===== config.mk =====
export PLATFORM = sky130hd
export DESIGN_NAME = wb_stage
export DESIGN_NICKNAME = d
export VERILOG_FILES = /design/src/rtl/wb_stage.sv
export SDC_FILE = /design/constraint.sdc
export NUM_CORES = 1
export LEC_CHECK = 0
export CAP_MARGIN = 40
export CORE_AREA = 2 2 109 111
export DETAILED_ROUTE_END_ITERATION = 16
export DIE_AREA = 0 0 111 113
export GPL_TIMING_DRIVEN = 0
export PLACE_DENSITY = 0.72
export SLEW_MARGIN = 20
export SYNTH_ARGS = -nofsm -noshare
export SYNTH_HDL_FRONTEND = slang
export SYNTH_SLANG_ARGS = --single-unit

===== constraint.sdc =====
create_clock -name clk -period 3.8 [get_ports clk]
set_input_delay 0.57 -clock clk [delete_from_list [all_inputs] [get_ports clk]]
set_output_delay 0.57 -clock clk [all_outputs]
set_load 0.03 [all_outputs]

===== src/rtl/wb_stage.sv =====
// Write-back stage: commits ALU results and aligned/extended loads to the register file.
// Optional retire counter output enabled by defining WB_RETIRE_CNT_EN.
module wb_stage (
   input  logic        clk,
   input  logic        rst,
   input  logic        i_valid,
   output logic        o_ready,
   input  logic [4:0]  i_rd,
   input  logic        i_rf_wr,
   input  logic        i_is_load,
   input  logic [1:0]  i_ld_unit,
   input  logic        i_ld_unsigned,
   input  logic [1:0]  i_addr_lo,
   input  logic [31:0] i_alu_result,
   input  logic        i_dm_rvalid,
   input  logic [31:0] i_dm_rdata,
   output logic        o_rf_wen,
   output logic [4:0]  o_rf_waddr,
   output logic [31:0] o_rf_wdata,
   output logic        o_fwd_valid,
   output logic [4:0]  o_fwd_rd,
   output logic [31:0] o_fwd_data,
   output logic        o_misalign
`ifdef WB_RETIRE_CNT_EN
   ,
   output logic [31:0] o_retire_cnt
`endif
);

   typedef enum logic [1:0] {IDLE, WAIT_LD, COMMIT} state_t;

   state_t      state;
   logic [4:0]  cap_rd;
   logic        cap_rf_wr;
   logic [1:0]  cap_unit;
   logic        cap_unsigned;
   logic [1:0]  cap_addr_lo;
   logic        mis_in;
   logic [7:0]  byte_sel;
   logic [15:0] half_sel;
   logic [31:0] ld_data;

   assign o_ready     = (state != WAIT_LD);
   assign o_fwd_valid = o_rf_wen;
   assign o_fwd_rd    = o_rf_waddr;
   assign o_fwd_data  = o_rf_wdata;

   always_comb begin
      mis_in = 1'b0;
      if (i_is_load) begin
         case (i_ld_unit)
            2'b01:   mis_in = i_addr_lo[0];
            2'b10:   mis_in = (i_addr_lo != 2'b00);
            2'b11:   mis_in = 1'b1;
            default: mis_in = 1'b0;
         endcase
      end
   end

   always_comb begin
      byte_sel = i_dm_rdata[{cap_addr_lo, 3'b000} +: 8];
      half_sel = i_dm_rdata[{cap_addr_lo[1], 4'b0000} +: 16];
      case (cap_unit)
         2'b00:   ld_data = {{24{~cap_unsigned & byte_sel[7]}}, byte_sel};
         2'b01:   ld_data = {{16{~cap_unsigned & half_sel[15]}}, half_sel};
         default: ld_data = i_dm_rdata;
      endcase
   end

   // Outputs are loaded on the edge entering COMMIT, so a capture made while
   // committing only affects the following cycle.
   always_ff @(posedge clk) begin
      if (rst) begin
         state        <= IDLE;
         o_rf_wen     <= 1'b0;
         o_rf_waddr   <= '0;
         o_rf_wdata   <= '0;
         o_misalign   <= 1'b0;
         cap_rd       <= '0;
         cap_rf_wr    <= 1'b0;
         cap_unit     <= '0;
         cap_unsigned <= 1'b0;
         cap_addr_lo  <= '0;
      end else begin
         o_rf_wen   <= 1'b0;
         o_misalign <= 1'b0;
         case (state)
            IDLE, COMMIT: begin
               if (i_valid) begin
                  if (i_is_load && !mis_in) begin
                     state        <= WAIT_LD;
                     cap_rd       <= i_rd;
                     cap_rf_wr    <= i_rf_wr;
                     cap_unit     <= i_ld_unit;
                     cap_unsigned <= i_ld_unsigned;
                     cap_addr_lo  <= i_addr_lo;
                  end else begin
                     state      <= COMMIT;
                     o_rf_waddr <= i_rd;
                     o_misalign <= mis_in;
                     o_rf_wen   <= i_rf_wr && (i_rd != 5'd0) && !mis_in;
                     if (!i_is_load)
                        o_rf_wdata <= i_alu_result;
                  end
               end else begin
                  state <= IDLE;
               end
            end
            WAIT_LD: begin
               if (i_dm_rvalid) begin
                  state      <= COMMIT;
                  o_rf_waddr <= cap_rd;
                  o_rf_wdata <= ld_data;
                  o_rf_wen   <= cap_rf_wr && (cap_rd != 5'd0);
               end
            end
            default: state <= IDLE;
         endcase
      end
   end

`ifdef WB_RETIRE_CNT_EN
   always_ff @(posedge clk) begin
      if (rst)
         o_retire_cnt <= '0;
      else if (state == COMMIT)
         o_retire_cnt <= o_retire_cnt + 32'd1;
   end
`endif

endmodule


==> results_dict.tcl <==
set metrics [dict create \
    status "finished clean" \
    yosysSeqAreaShare_pct 31.0 \
    cts_setup_buffers 0 \
    n_fill_cell 1090 \
    power.total_uw 1610 \
    diodes 0 \
    io_buffers 156 \
    fmax_mhz 362 \
    viasPerCell 5.05 \
    period_share_pct 72.6 \
    synth-main-ff-cell "dfxtp_1" \
    stdcell_area_um2 5250 \
    ctsHoldBuffers 0 \
    ys_seq_elements 52 \
    die_area_um2 12500 \
    first_iter_violations 238 \
    synth_cell_type_count 43 \
    async_flop_share_pct 0 \
    hold_violations 0 \
    grt_pass1_wl_um 19000 \
    drv_cap 0 \
    power.leakage_uw 0.00204 \
    start_util_pct 29.8 \
    p_per_area_nw_per_um2 306 \
    postPlaceCellArea_um2 5100 \
    r2r-end "o_fwd_data[31]$_SDFFE_PP0P_" \
    first_global_vias 3702 \
    num_io_pins 158 \
    cts.path.max_buffers 2 \
    end_kind "output port" \
    syn_area_um2 3360 \
    crit_type "flop to output port" \
    grt_antenna_before_repair 0 \
    coreArea_um2 11300 \
    synth-edff-count 0 \
    fin_ws_ps 1040 \
    r2r_start "state[0]$_SDFFE_PP0N_" \
    place_worst_setup_slack_ps 1160 \
    post_route_cells_drive_above_1_share_pct 15.3 \
    rsz0062_at_grt "no" \
    die_w_um 111 \
    report.final.slew_viol_count 0 \
    synth_area_per_cell_um2 8.27 \
    final_nets 649 \
    wl_um 12000 \
    r2r_slack_ps 1900 \
    hold_ws_ps 484 \
    synth_area_leaders "dfxtp_1, buf_4, nand2_1, mux2i_1, nor2_1" \
    overflow 0 \
    layout_common_cells "clkdlybuf4s50_1, nand2_1, dfxtp_1" \
    syn2layout_area_growth_pct 56.3 \
    routabilityCongestion 0.901 \
    netlist.area_leader.share_pct 31.0 \
    multi_input_area_um2 1830 \
    period_minus_slack_ps 2760 \
    worstMarginPinSlew_ps 661 \
    cp_cell_sequence "and2b_1, inv_2, clkbuf_1, clkdlybuf4s50_1" \
    post_cts_resized 0 \
    clk_root_buffer_cell "clkbuf_16" \
    slew_headroom_pct 56.0 \
    clock-sinks 52 \
    crit_fanout 10 \
    clk_latency_ps 290 \
    cts.clk_slew.worst_paths_ps 70 \
    worstHoldPathType "flop to flop" \
    tritoncts "done" \
    cts_inserted_buffers 5 \
    synth_warnings 0 \
    antenna_left 0 \
    cp-start-kind "flop" \
    grt_max_degree 16 \
    setup_viol 0 \
    drtPass1Iterations 4 \
    regArea_um2 1040 \
    hpwlAfterDp_um 9710 \
    crit_path_end "o_ready" \
    yosys.area.top_type "dfxtp_1" \
    final_common_cell "clkdlybuf4s50_1" \
    crit_start "state[1]$_SDFFE_PP0N_" \
    r2r_cells 6 \
    cpMaxStageDelayCell "clkdlybuf4s50_1" \
    crit_path_max_incr_delay_ps 790 \
    drcViolationCount 0 \
    synthCells 406 \
    cp.arrival_ps 2190 \
    fin_setup_tns_ps 0 \
    skew_ps 4.35 \
    wire_per_inst_um 16.8 \
    vdd_drop_max_uv 220 \
    rows 39 \
    synth_nets 486 \
    die_h_um 113 \
    worstPathRequired_ps 3230 \
    grt_usage_pct 18.8 \
    vias 3600 \
    htreeDepth 2 \
]
cell usage after synthesis, types with 2 or more instances:
master / count
a221oi_2: 6
or4_1: 2
nand2b_1: 8
a211oi_1: 10
nor3_1: 3
nor2b_1: 2
nand2_1: 55
o31ai_1: 6
nor2_1: 47
o21ai_0: 15
buf_4: 40
o41ai_1: 3
inv_1: 10
o31ai_2: 10
dfxtp_1: 52
a311oi_1: 8
a221oi_1: 19
clkbuf_1: 18
mux2i_1: 19
o211ai_1: 4
o22ai_1: 2
buf_2: 13
a21oi_1: 9
o41ai_2: 4
a311o_1: 7
or2_1: 2
nand3b_1: 16
kinds of logic after synthesis:
family | Yosys count | share of synthesized area, %
multiplexers | 21 | 6.74
AO/OA/AOI/OAI | 107 | 27.7
flip-flops | 52 | 31.0
buffers and inverters | 84 | 14.6
AND/OR/NAND/NOR | 142 | 20.0
report_power, final:
group / total, µW / internal (µW) / leakage [µW] / switching (µW)
Combinational: 532 / 257 / 0.00154 / 275
Sequential: 604 / 577 / 0.000425 / 26.8
Clock: 471 / 263 / 0.0000701 / 207
Total: 1610 / 1100 / 0.00204 / 509
state kept, by name, indices dropped and copies added, names as in the netlist:
register,flops
cap_unsigned,1
o_misalign,1
cap_rd,5
o_fwd_rd,5
cap_unit,2
cap_rf_wr,1
cap_addr_lo,2
state,2
o_fwd_valid,1
o_fwd_data,32
through the flow:
step,std cells,util (%)
2_1_floorplan,406,-
3_3_place_gp,705,45.2
3_5_place_dp,705,45.2
4_1_cts,713,46.6
5_1_grt,713,46.6
6_report,713,46.6
per-layer routing:
| layer | share of wire, % | GRT usage, % |
|---|---|---|
| met1 | 42 | 23.2 |
| met2 | 49 | 32.7 |
| met3 | 7.2 | 4.50 |
| met4 | 1.9 | 5.75 |
| met5 | 0 | 0 |
critical path, delay by kind of cell (launching register included):
family / cells / cell delay [ps]
buffers and inverters: 3 / 1300
DFF: 1 / 380
and+or+nand+nor: 1 / 210
layout make-up:
cell class	count	area share [%]
multi-input combinational	270	34.8
timing repair buffer	156	29.7
sequential	52	19.8
buffer	73	8.53
tap	143	3.41
clock buffer	7	2.72
inverter	11	0.786
clock inverter	1	0.143
worst min path at each step:
stage / cells past startpoint / startpoint / endpoint / slack, ps
after detailed placement: 2 / o_fwd_data[17]$_SDFFE_PP0P_ / o_fwd_data[17]$_SDFFE_PP0P_ / 480
after floorplan: 1 / state[1]$_SDFFE_PP0N_ / o_fwd_valid$_SDFF_PP0_ / 450
final: 2 / o_fwd_data[17]$_SDFFE_PP0P_ / o_fwd_data[17]$_SDFFE_PP0P_ / 480
after global routing: 2 / o_fwd_data[21]$_SDFFE_PP0P_ / o_fwd_data[21]$_SDFFE_PP0P_ / 500
after CTS: 2 / o_fwd_data[17]$_SDFFE_PP0P_ / o_fwd_data[17]$_SDFFE_PP0P_ / 490
after global placement: 2 / o_fwd_data[22]$_SDFFE_PP0P_ / o_fwd_data[22]$_SDFFE_PP0P_ / 470
(Power assumes the default switching activity.)
==> variant 1: new RTL, same flow settings <==
Add a define of `WB_RETIRE_CNT_EN`.
--- a/src/rtl/wb_stage.sv
+++ b/src/rtl/wb_stage.sv
@@ -1,4 +1,6 @@
 // Write-back stage: commits ALU results and aligned/extended loads to the register file.
 // Optional retire counter output enabled by defining WB_RETIRE_CNT_EN.
+`define WB_RETIRE_CNT_EN
+
 module wb_stage (
    input  logic        clk,
Behaviour (old outputs only; new: o_retire_cnt): unchanged (equiv_simple and equiv_induct, registers matched by name and starting in step).
==> variant 1 against the unedited design <==
Final area grew 39%; die area stayed put; first-iteration DRC count up 52%; maximum frequency down 12%; power increased by 47%; routed wire length grew 52%; global-route usage up 9.8 points; setup slack worse by 380 ps; sequential cell count increased by 32; synthesized area rose by 48%.
==> variant 1: results (changes against the unedited design) <==
Hold path
  – Hold endpoint: o_fwd_data[23] (was o_fwd_data[17])
  – Min-delay src: o_fwd_data[23] (was o_fwd_data[17])

Global routing
  – Vias in the first global route: 5,437 (was 3,702)
  – GRT Total Usage: 28.63% (was 18.82%)
  – First-pass GRT wire length: 28,930 µm (was 19,020 µm)
  – Pin count of the biggest net entering global routing: 16 (unchanged)

Route
  – Post-DR wirelength/cell: 18.34 µm (was 16.81 µm)
  – DRT Wirelength: 18,270 µm (was 11,990 µm)
  – DR vias: 5,759 (was 3,600)
  – Drt first pass iters: 5 (was 4)
  – Detailed Route Iter0 Violations: 361 (was 238)

Critical path
  – Reg2reg setup slack: 1330 ps (was 1900 ps)
  – Worst EP arrival: 2570 ps (was 2190 ps)
  – R2R Path Start: state[1] (was state[0])
  – Reg-to-reg endpoint: o_fwd_data[17] (was o_fwd_data[31])

Synth
  – Ys async rst share: 0% (unchanged)
  – Mapped Nets: 729 (was 486)
  – Top FF cell, synth: dfxtp_1 (unchanged)
  – Synthesized instance count: 648 (was 406)
  – Largest cells by area after synthesis: dfxtp_1, a21oi_1, buf_4 (was dfxtp_1, buf_4, nand2_1)
  – Library cells used by synthesis: 50 (was 43)
  – Sequential area share after synthesis: 33.90% (was 30.99%)
  – Top post-synthesis cells by count: dfxtp_1, nand2_1, a21oi_1, clkbuf_1, o21ai_0 (was nand2_1, dfxtp_1, nor2_1, buf_4)

Placed design
  – Placed instance count: 980 (was 705)
  – Port bufs: 188 (was 156)
  – Routability congestion estimate: 0.9778 (was 0.9009)
  – Post-DP HPWL: 14,010 µm (was 9706 µm)
  – Placed Instance Area: 7027 µm² (was 5100 µm²)

Clock network
  – Clk pin slew, worst setup/hold paths: 70 ps (about the same)
  – H-tree levels: 3 (was 2)
  – Post-cts resize count: 0 (unchanged)
  – Num CTS Buffers: 9 (was 5)
  – CTS Buffer Depth: 2 (unchanged)
  – Clock Latency Late Sink: 340 ps (was 290 ps)
  – Clock Root Buffer: clkbuf_16 (unchanged)

Finish
  – Layout cells sized above 1: 9.027% (was 15.26%)
  – Finished Cell Area: 7305 µm² (was 5250 µm²)
  – Final-layout fill cell count: 1,041 (was 1,090)
  – Final #Nets: 929 (was 649)

Pwr
  – Peak VDD IR: 0.1916 mV (was 0.2196 mV)
  – Leak pwr: 2.556 nW (was 2.038 nW)

Job
  – Max Cap Viol: 0 (unchanged)

Outcome
  – Status: completed (unchanged)

STA
  – Clock skew after layout: 6.495 ps (was 4.352 ps)
  – Hold Worst Slack: 492.5 ps (was 484.2 ps)
  – Worst-Margin Slew: 790.4 ps (was 660.6 ps)
[variant 1: cell count changes in the layout (fill, tap and decap cells not counted), moves of 15 or more]
cell / unedited run / this run
a21oi_1: 9 / 61
clkdlybuf4s50_1: 156 / 188
o21ai_0: 15 / 47
nand3_1: 0 / 44
nor2_1: 47 / 30
clkbuf_1: 19 / 51
a31oi_1: 0 / 16
mux2i_1: 19 / 4
dfxtp_1: 52 / 84
[variant 1: kinds of logic after synthesis]
group,share of synthesized area (%)
AO/OA/AOI/OAI,22.45
XOR/XNOR,2.295
adder cells (fa/ha/maj),0.2522
buffers and inverters,12.13
flip-flops,33.90
multiplexers,2.396
AND/OR/NAND/NOR,26.58
[variant 1: worst max-delay path, stage by stage, from the launching register on]
cell and delay (ps):
dfxtp_1 310, buf_6 130, nor2b_1 120, clkbuf_1 260
inv_2 250, buf_1 390, clkdlybuf4s50_1 770
[variant 1: metal layers]
| metal | vias to the layer above | track usage, % | wire [µm] | part of all wire (%) |
|---|---|---|---|---|
| li1 | 2725 | - | - | - |
| met5 | - | 0 | 0 | 0 |
| met4 | 0 | 9.000 | 463 | 2.5 |
| met3 | 43 | 6.052 | 1525 | 8.3 |
| met2 | 292 | 50.22 | 8812 | 48 |
| met1 | 2699 | 35.38 | 7469 | 41 |
[variant 1: layout make-up]
cell class	count	area share (%)
tap	143	2.449
timing repair buffer	189	25.83
inverter	25	1.285
clock buffer	10	3.135
multi-input combinational	446	36.66
sequential	84	23.02
buffer	93	6.954
clock inverter	6	0.6680
[variant 1: worst max-delay path by stage]
stage	start	to	cells after the start
2_1_floorplan	o_retire_cnt[2]	o_retire_cnt[31]	5
3_3_place_gp	i_valid	o_fwd_data[11]	6
3_5_place_dp	i_valid	o_fwd_data[9]	7
4_1_cts	state[0]	o_ready	6
5_1_grt	state[0]	o_ready	6
6_report	state[0]	o_ready	6
[variant 1: power by group]
group | internal (W) | total [W] | switching, W | leakage, nW
logic | 0.000265 | 0.000579 | 0.000314 | 1.75
registers | 0.000916 | 0.000949 | 0.0000324 | 0.683
clock network | 0.000449 | 0.000835 | 0.000386 | 0.126
[variant 1: per-stage QoR]
| stage | setup slack (ps) | total power (W) |
|---|---|---|
| after floorplan | 1601 | 0.001271 |
| after global placement | 632.5 | 0.001534 |
| after detailed placement | 784.5 | 0.001541 |
| after CTS | 625.2 | 0.002362 |
| after global routing | 497.7 | 0.002445 |
| final | 658.6 | 0.002363 |
==> variant 2: new RTL, same settings <==
Made on the original files. Encoding of `state_t`: now one-hot (3 bits for 3 states).
--- a/src/rtl/wb_stage.sv
+++ b/src/rtl/wb_stage.sv
@@ -28,5 +28,5 @@
 );
 
-   typedef enum logic [1:0] {IDLE, WAIT_LD, COMMIT} state_t;
+   typedef enum logic [2:0] {IDLE = 3'b001, WAIT_LD = 3'b010, COMMIT = 3'b100} state_t;
 
    state_t      state;
Formal check against the unedited RTL: no difference found for any inputs over 10 cycles, from zero or initial values and one cycle with rst high; not proved beyond that.
==> variant 2 against the unedited design <==
Maximum frequency fell by 7.6%; synthesized area grew 4.8%; setup slack got worse by 230 ps; routed wire length shrank 1.8%; final area up 3.6%; die area is the same; power grew 6.3%; clock skew up 6.2 ps; sequential cell count is 1 higher; via count grew 1.1%; largest power group unchanged.
==> variant 2: results (changes against the unedited design) <==
Placed design
  – DP Worst Slack: 1105 ps (was 1164 ps)

Route
  – Detailed Route Iter0 Violations: 290 (was 238)
  – DR vias: 3,639 (was 3,600)
  – Post-DR wirelength/cell: 16.09 µm (was 16.81 µm)

Global routing
  – GRT Total Usage: 18.35% (was 18.82%)
  – Pin count of the biggest net entering global routing: 17 (was 16)
  – First-pass GRT wire length: 18,660 µm (was 19,020 µm)

STA
  – Clock skew after layout: 10.54 ps (was 4.352 ps)
  – Max_slew headroom: 59.96% (was 55.96%)

Finish
  – Register Area: 1061 µm² (was 1041 µm²)
  – Clk tree area frac: 3.245% (was 2.860%)
  – Layout cells sized above 1: 13.41% (was 15.26%)
  – Buffers, non-clock: 232 (was 229)
  – Signal inverters: 2 (was 11)
  – Non-clock buffer share: 37.28% (was 38.27%)
  – FFs & Latches: 53 (was 52)
  – Fraction of area in multi-input gates: 36.52% (was 34.84%)
  – Clock buffer count: 6 (was 7)

Synth
  – Compound-cell area share of the yosys netlist: 20.65% (was 27.75%)
  – Mapped Nets: 505 (was 486)
  – Sequential area share after synthesis: 30.15% (was 30.99%)
  – Xor-xnor portion of the synthesized cell area: 0.2488% (was 0%)
  – Library cells used by synthesis: 41 (was 43)
  – Post-synthesis mux area share: 9.278% (was 6.741%)
  – Top post-synthesis cells by count: dfxtp_1, nand2b_1, buf_4, nand2_1, mux2i_1 (was nand2_1, dfxtp_1, nor2_1, buf_4)

Critical path
  – Reg2reg setup slack: 1720 ps (was 1900 ps)
  – Crit-path max cell delay: 610 ps (was 790 ps)
  – Reg-to-reg endpoint: o_fwd_data[15] (was o_fwd_data[31])
  – R2R Path Start: cap_unit[0] (was state[0])
  – R2r worst-path depth: 5 (was 6)

Pwr
  – Net Sw Power: 0.0005117 W (was 0.0005094 W)
  – Leak pwr: 1.969 nW (was 2.038 nW)
  – Clk pwr: 0.000545 W (was 0.000471 W)
  – PD cells: 314.2 nW/µm² (was 306.1 nW/µm²)

Hold path
  – Min-delay src: cap_rd[0] (was o_fwd_data[17])

Outcome
  – Status: completed (unchanged)
[variant 2: cell types whose count changed after synthesis, moves of 15 or more]
cell,before,now
o21ai_0,15,0
nand3_1,0,17
nand2b_1,8,49
a32o_1,0,17
nor2_1,47,20
nand2_1,55,38
a221oi_1,19,0
[variant 2: metrics by stage]
| stage | hold slack (ps) | instance area, µm² | cells |
|---|---|---|---|
| after floorplan | 449.0 | 3520 | 425 |
| after global placement | 461.1 | 5260 | 724 |
| after detailed placement | 490.7 | 5260 | 724 |
| after CTS | 504.3 | 5436 | 732 |
| after global routing | 519.4 | 5436 | 732 |
| final | 503.4 | 5436 | 732 |
[variant 2: per-layer routing]
layer | track usage (%) | routed length [µm]
met4 | 5.083 | 183
met2 | 30.80 | 5571
met5 | 0 | 0
met1 | 24.74 | 5514
met3 | 2.678 | 507
